--- src/rtl/vga_ram_arbiter.sv ---
// vga_ram_arbiter: round-robin arbiter giving two masters one RAM port, with a
// full-RAM clear sweep that locks both masters out while it runs.
module vga_ram_arbiter #(
    parameter int ADDR_W = 10,
    parameter int DATA_W = 32,
    parameter int DEPTH  = 1024
) (
    input  logic                clk,
    input  logic                reset,
    input  logic [ADDR_W-1:0]   m0_address,
    input  logic [DATA_W/8-1:0] m0_byteenable,
    input  logic                m0_read,
    input  logic                m0_write,
    input  logic [DATA_W-1:0]   m0_writedata,
    output logic                m0_waitrequest,
    output logic                m0_readdatavalid,
    output logic [DATA_W-1:0]   m0_readdata,
    input  logic [ADDR_W-1:0]   m1_address,
    input  logic [DATA_W/8-1:0] m1_byteenable,
    input  logic                m1_read,
    input  logic                m1_write,
    input  logic [DATA_W-1:0]   m1_writedata,
    output logic                m1_waitrequest,
    output logic                m1_readdatavalid,
    output logic [DATA_W-1:0]   m1_readdata,
    input  logic                clear_req,
    output logic                clear_busy,
    output logic                clear_done,
    output logic [ADDR_W-1:0]   ram_address,
    output logic [DATA_W/8-1:0] ram_byteenable,
    output logic                ram_chipselect,
    output logic                ram_write,
    output logic [DATA_W-1:0]   ram_writedata,
    input  logic [DATA_W-1:0]   ram_readdata
);
    typedef enum logic {ARB, CLEAR} state_t;
    state_t state, state_nx;
    logic ptr, ptr_nx;
    logic [ADDR_W-1:0] cnt;
    logic req0, req1, g0, g1, last;
    // Requests are masked during reset so the RAM port stays idle while reset is held.
    assign req0 = (m0_read | m0_write) & ~reset;
    assign req1 = (m1_read | m1_write) & ~reset;
    assign last = cnt == ADDR_W'(DEPTH - 1);
    assign m0_waitrequest = ~g0;
    assign m1_waitrequest = ~g1;
    assign m0_readdata = ram_readdata;
    assign m1_readdata = ram_readdata;
    always_comb begin
        state_nx = state;
        ptr_nx = ptr;
        g0 = 1'b0;
        g1 = 1'b0;
        clear_done = 1'b0;
        ram_address = m0_address;
        ram_byteenable = m0_byteenable;
        ram_writedata = m0_writedata;
        ram_chipselect = 1'b0;
        ram_write = 1'b0;
        if (state == CLEAR) begin
            ram_address = cnt;
            ram_byteenable = '1;
            ram_writedata = '0;
            ram_chipselect = 1'b1;
            ram_write = 1'b1;
            clear_done = last;
            state_nx = last ? ARB : CLEAR;
        end else begin
            g0 = req0 & (~req1 | ~ptr);
            g1 = req1 & ~g0;
            ptr_nx = g0 ? 1'b1 : g1 ? 1'b0 : ptr;
            state_nx = clear_req ? CLEAR : ARB;
            ram_address = g1 ? m1_address : m0_address;
            ram_byteenable = g1 ? m1_byteenable : m0_byteenable;
            ram_writedata = g1 ? m1_writedata : m0_writedata;
            ram_chipselect = g0 | g1;
            ram_write = g0 ? m0_write : (g1 & m1_write);
        end
    end
    always_ff @(posedge clk or posedge reset) begin
        if (reset) begin
            state <= ARB;
            ptr <= 1'b0;
            cnt <= '0;
            clear_busy <= 1'b0;
            m0_readdatavalid <= 1'b0;
            m1_readdatavalid <= 1'b0;
        end else begin
            state <= state_nx;
            ptr <= ptr_nx;
            cnt <= (state == CLEAR && !last) ? cnt + 1'b1 : '0;
            clear_busy <= state_nx == CLEAR;
            m0_readdatavalid <= g0 & ~m0_write;
            m1_readdatavalid <= g1 & ~m1_write;
        end
    end
endmodule
--- config.mk ---
export PLATFORM = sky130hd
export DESIGN_NAME = vga_ram_arbiter
export DESIGN_NICKNAME = d
export VERILOG_FILES = /design/src/rtl/vga_ram_arbiter.sv
export SDC_FILE = /design/constraint.sdc
export NUM_CORES = 1
export LEC_CHECK = 0
export BUFFER_PORTS_ARGS = -buffer_cell sky130_fd_sc_hd__buf_2
export CELL_PAD_IN_SITES_DETAIL_PLACEMENT = 1
export CELL_PAD_IN_SITES_GLOBAL_PLACEMENT = 1
export CORE_UTILIZATION = 20
export CTS_CLUSTER_SIZE = 40
export DETAILED_ROUTE_END_ITERATION = 8
export GPL_TIMING_DRIVEN = 0
export PLACE_DENSITY_LB_ADDON = 0.1
export SLEW_MARGIN = 20
export SYNTH_ARGS = -nofsm -noshare
export SYNTH_HDL_FRONTEND = slang
export SYNTH_SLANG_ARGS = --single-unit
--- constraint.sdc ---
create_clock -name clk -period 2 [get_ports clk]
set_clock_uncertainty 0.2 [all_clocks]
set_input_delay 0.2 -clock clk [delete_from_list [all_inputs] [get_ports clk]]
set_output_delay 0.2 -clock clk [all_outputs]
set_load 0.1 [all_outputs]
======== Yosys cells after proc, flatten, opt, wreduce, memory -nomap -nowiden ========
Index checks and enable logic that the tools add are counted.
W data, S select, Z words.
storage, ports and cells
  register bits after elaboration ......... 14
  input bits .............................. 131
  output and inout bits ................... 118
cells by class
  add/sub/neg operators ................... 1
  equal/unequal tests ..................... 1
  multiplexer cells ....................... 18
  bitwise logic cells ..................... 20
  reductions and logical operators ........ 4
operators by type and width
  cell                     number
  $mux W32                 2
  $mux W10                 3
  $mux W1                  11
  $add A10 B1 Y10 const B  1
  $eq A10 B10 Y1 const B   1
  $not A1 Y1               9
  $mux W4                  2
  $and A1 B1 Y1            7
  $or A1 B1 Y1             4
  $reduce_and A2 Y1        1
  $reduce_bool A2 Y1       1
  $logic_and A1 B1 Y1      1
  $logic_not A1 Y1         1

======== Depth between registers and ports, before layout ========
  depth in word-level cells ............... 10
  mapped depth ............................ 5
  depth with buffers taken out ............ 4

======== Worst setup path after synthesis ========
No wires, ideal clock.
  kind .................................... flip-flop to output port
  start point ............................. register state
  end point ............................... output port ram_address[9]
  arrival time ............................ 4.578 ns
  data required time ...................... 1.600 ns
  slack ................................... -2.978 ns
  cell stages (with the launch flop) ...... 3
  buffers on the path ..................... 1
  cells stage by stage .................... dfrtp_1 > clkbuf_1 > o311ai_0
between the ends
  cells in the longest elaborated chain, start to end .. 1
RTL lines
  item                      RTL line  text
  start: declaration        37        state_t state, state_nx;
  start signal: assignment  89        state <= state_nx;
  $mux W10                  60        if (state == CLEAR) begin
  end: declaration          29        output logic [ADDR_W-1:0] ram_address,
No other way between the ends.

======== Final worst setup path ========
  start point ............................. register ptr
  end point ............................... output port ram_write
between the ends
  cells in the longest elaborated chain, start to end .. 8
RTL lines
  item                      RTL line  text
  start: declaration        38        logic ptr, ptr_nx;
  start signal: assignment  90        ptr <= ptr_nx;
  $not A1 Y1 (*)            69        g0 = req0 & (~req1 | ~ptr);
  $or A1 B1 Y1 (*)          69
  $and A1 B1 Y1 (*)         69
  $not A1 Y1                70        g1 = req1 & ~g0;
  $and A1 B1 Y1             70
  $and A1 B1 Y1             77        ram_write = g0 ? m0_write : (g1 & m1_write);
  $mux W1 (*)               77
  $mux W1 (*)               60
  end: declaration          32        output logic ram_write,
Mark *: on every way between the ends. The rest lies on a longest branch, timed or not.

==> results.md <==
* Hold Crit Depth at 2
* Htree depth at 1
* WP data required at 1.60 ns
* Layout Area Growth over Synthesis at 160%
* Path depth of the worst reg2reg path at 4
* Internal power at 1.37 mW
* Nets@finish at 679
* Number of synthesized register bits at 14
* Worst Setup Path Type: reg -> out
* Filler Cell Count at 1147
* Setup slack after layout at -0.118 ns
* Final worst path period need at 2.12 ns
* Combinational share of power at 76.2%
* Area leader, netlist: buf_4
* Pins Over Slew Limit at 0
* Worst setup SP type: flip-flop
* Fmax at 472 MHz
* Placed Cells at 658
* TritonCTS clock tree: yes
* Setup TNS at -3.23 ns
* Crit path capture type: primary output
* Violated checks: negative setup slack
* Synthesized area at 0.00207 sq mm
* Vias at 3216
* CTS Buf Count at 3
* Sw Ratio at 57.8%
* Synth top area cells: buf_4, dfrtp_1, nand3_1, o21ai_0, a21oi_1
* Initial antenna violation count at 0
* Post-synth EDFFs at 0
* Clock-pin slew on the worst setup and hold paths at 0.06 ns
* Yosys Warn Count at 0
* Async S/R FF share, synth at 100%
* Placed wire-length estimate at 8750 microns
* Final core occ at 54.2%
* Syn Inst Count at 309
* Ys flop type: dfrtp_1
* GR Overflow Total at 0
* Avg Cell Area, Syn at 6.70 sq um
* Core ar. at 0.00991 sq mm
* Critical-path top delay cell: dfrtp_2
* Yosys cell types at 38
* Die width at 104 microns
* Slew margin rel. at 48.5%
* CTS Root Cell: clkbuf_8
* RSZ-0062 raised after global routing: true
* Register share of total power at 15.2%
* Maximum vdd drop at 0.000550 V
* First-pass GRT wire length at 18000 microns
* Psw at 1.88 mW
* Syn_nets at 441
* Ant diodes at 0
* All-Layer GR Usage at 20.9%
* Max stage delay on crit path at 0.44 ns
* Max-cap viol count at 0
* Worst slew pin tran at 0.765 ns
* Pre-Repair DR Iteration Count at 4
* Status: complete, but fails checks
* Die Ht at 104 microns
* Vias per Instance at 4.74
* Detailed-route DRC error count at 0
* Initial Util at 20.9%
* Layout Cells excl Fill at 679
* Post-DRT Antenna Nets at 0
* Post-synthesis sequential area ratio at 16.9%
* IO Count at 249
* Clock Latency Late Sink at 0.25 ns
* Hold WC Path Type: in -> reg
* Final period util at 106%
* Post-route cell area at 0.00537 sq mm
* Power share of the clock group at 8.7%
* Total Wirelength at 12200 microns
* Setup violators final at 47
* Cell Pwr Density at 605 mW/mm^2
* Leak at 2.29 nW
* Rows at 36
* # port buffers at 216
* Crit Path Max Fanout at 5
* Vias in the first global route at 3431
* Num Clock Sinks at 14
* Power, Total at 3.25 mW
* Post-Place Cell Area at 0.00397 sq mm
* Die ar. at 0.0108 sq mm
* CP arrival at 1.72 ns
* CP cell instances: o21ba_4 > nor2_4 > a221o_4 > buf_12
* Ratio of cells with drive above 1 in the final layout at 75.6%
* Gpl congestion at 0.744
* Final hold vios at 0
* DR iter-0 viols at 77
* Routed wire length per instance at 17.9 microns
* Largest net degree at the start of global routing at 15
* Share of the synthesized area in the top cell type at 23.2%
* CTS max path bufs at 2
synth_stat cells (2+ instances only):
library cell,n
buf_4,64
nand3_1,44
o21ai_0,44
a21oi_1,37
nor2_1,18
clkbuf_1,14
dfrtp_1,14
buf_2,9
a31oi_1,8
inv_1,8
nand2_1,6
a211o_1,4
and3_1,4
or3_1,4
nand4_1,3
o21ba_2,2
o21bai_1,2
o311ai_0,2
o31ai_1,2
xnor2_1,2
critical path: cells and delay by family, from the launching register on:
kind | cells | cell delay [ns]
compound gates | 2 | 0.76
buf+inv | 1 | 0.17
flops | 1 | 0.44
simple gates | 1 | 0.08
layer usage:
layer / wire [microns] / vias up / GRT usage (%) / share of wire, %
li1: - / 1520 / - / -
met1: 4150 / 1542 / 21.2 / 34
met2: 6980 / 135 / 42.0 / 57
met3: 694 / 19 / 3.90 / 5.7
met4: 337 / 0 / 7.14 / 2.8
met5: 0 / - / 0 / 0
cells in the final DEF, fill, tap and decap left out, types with 8 or more instances in the layout:
cell type,synthesis,final
o21ai_1,0,27
a31oi_4,0,8
buf_6,1,9
a21oi_4,0,32
nor2_1,18,16
dfrtp_1,14,10
buf_12,0,50
nand3_2,0,9
buf_4,64,71
buf_2,9,168
nand3_1,44,30
what timing repair did:
item | 4_1_cts | 5_1_grt
endpoints found under the setup margin | 51 | 50
gates resized for setup | 270 | 65
gates cloned | 1 | 5
pin swaps | 15 | 33
buffers inserted | 7 | 1
endpoints found under the hold margin | 16 | 0
hold buffers | 3 | 0
final timing paths:
check                         from               end  slack, ns
max                            ptr         ram_write      -0.12
min                        m1_read  m1_readdatavalid       0.04
max reg2reg                 cnt[0]            cnt[3]       0.10
min reg2reg                 cnt[0]            cnt[0]       0.34
max in group asynchronous    reset             state       0.73
min in group asynchronous    reset            cnt[8]       0.46
cells by family after synthesis:
group	after synthesis	synth area share, %
AOI/OAI and AO/OA	106	29.3
xor gates and xnor gates	3	1.27
adders and majority gates	1	0.604
buffers and inverters	97	30.1
DFF	14	16.9
and+or+nand+nor	88	21.8
per-stage QoR:
stage               worst slack, ns  hold WS (ns)
global placement             -0.357         0.134
floorplan                    -0.198        -0.111
global route                 -0.167        0.0424
CTS                          -0.111        0.0295
finish                       -0.118        0.0357
detailed placement           -0.388         0.120
final cells by class:
| cell class | count | area (sq um) | share of cell area, % |
|---|---|---|---|
| Clock buffer | 4 | 55.1 | 1.02 |
| Timing Repair Buffer | 232 | 2050 | 38.1 |
| Multi-Input combinational cell | 199 | 1960 | 36.5 |
| Sequential cell | 14 | 358 | 6.66 |
| Buffer | 89 | 757 | 14.1 |
| Tap cell | 133 | 166 | 3.10 |
| Inverter | 8 | 30.0 | 0.559 |
power by group through the flow:
stage / clock network [mW] / logic, mW / registers, mW
finish: 0.281 / 2.48 / 0.493
global route: 0.299 / 2.57 / 0.508
CTS: 0.290 / 2.33 / 0.493
detailed placement: 0 / 1.98 / 0.485
global placement: 0 / 1.95 / 0.484
floorplan: 0 / 1.65 / 0.450
flip-flops by register name, summed over array words and instances, names as in the netlist:
| register | cells |
|---|---|
| cnt | 10 |
| m0_readdatavalid | 1 |
| m1_readdatavalid | 1 |
| ptr | 1 |
| state | 1 |
No activity file was read; power rests on OpenSTA's default activity.
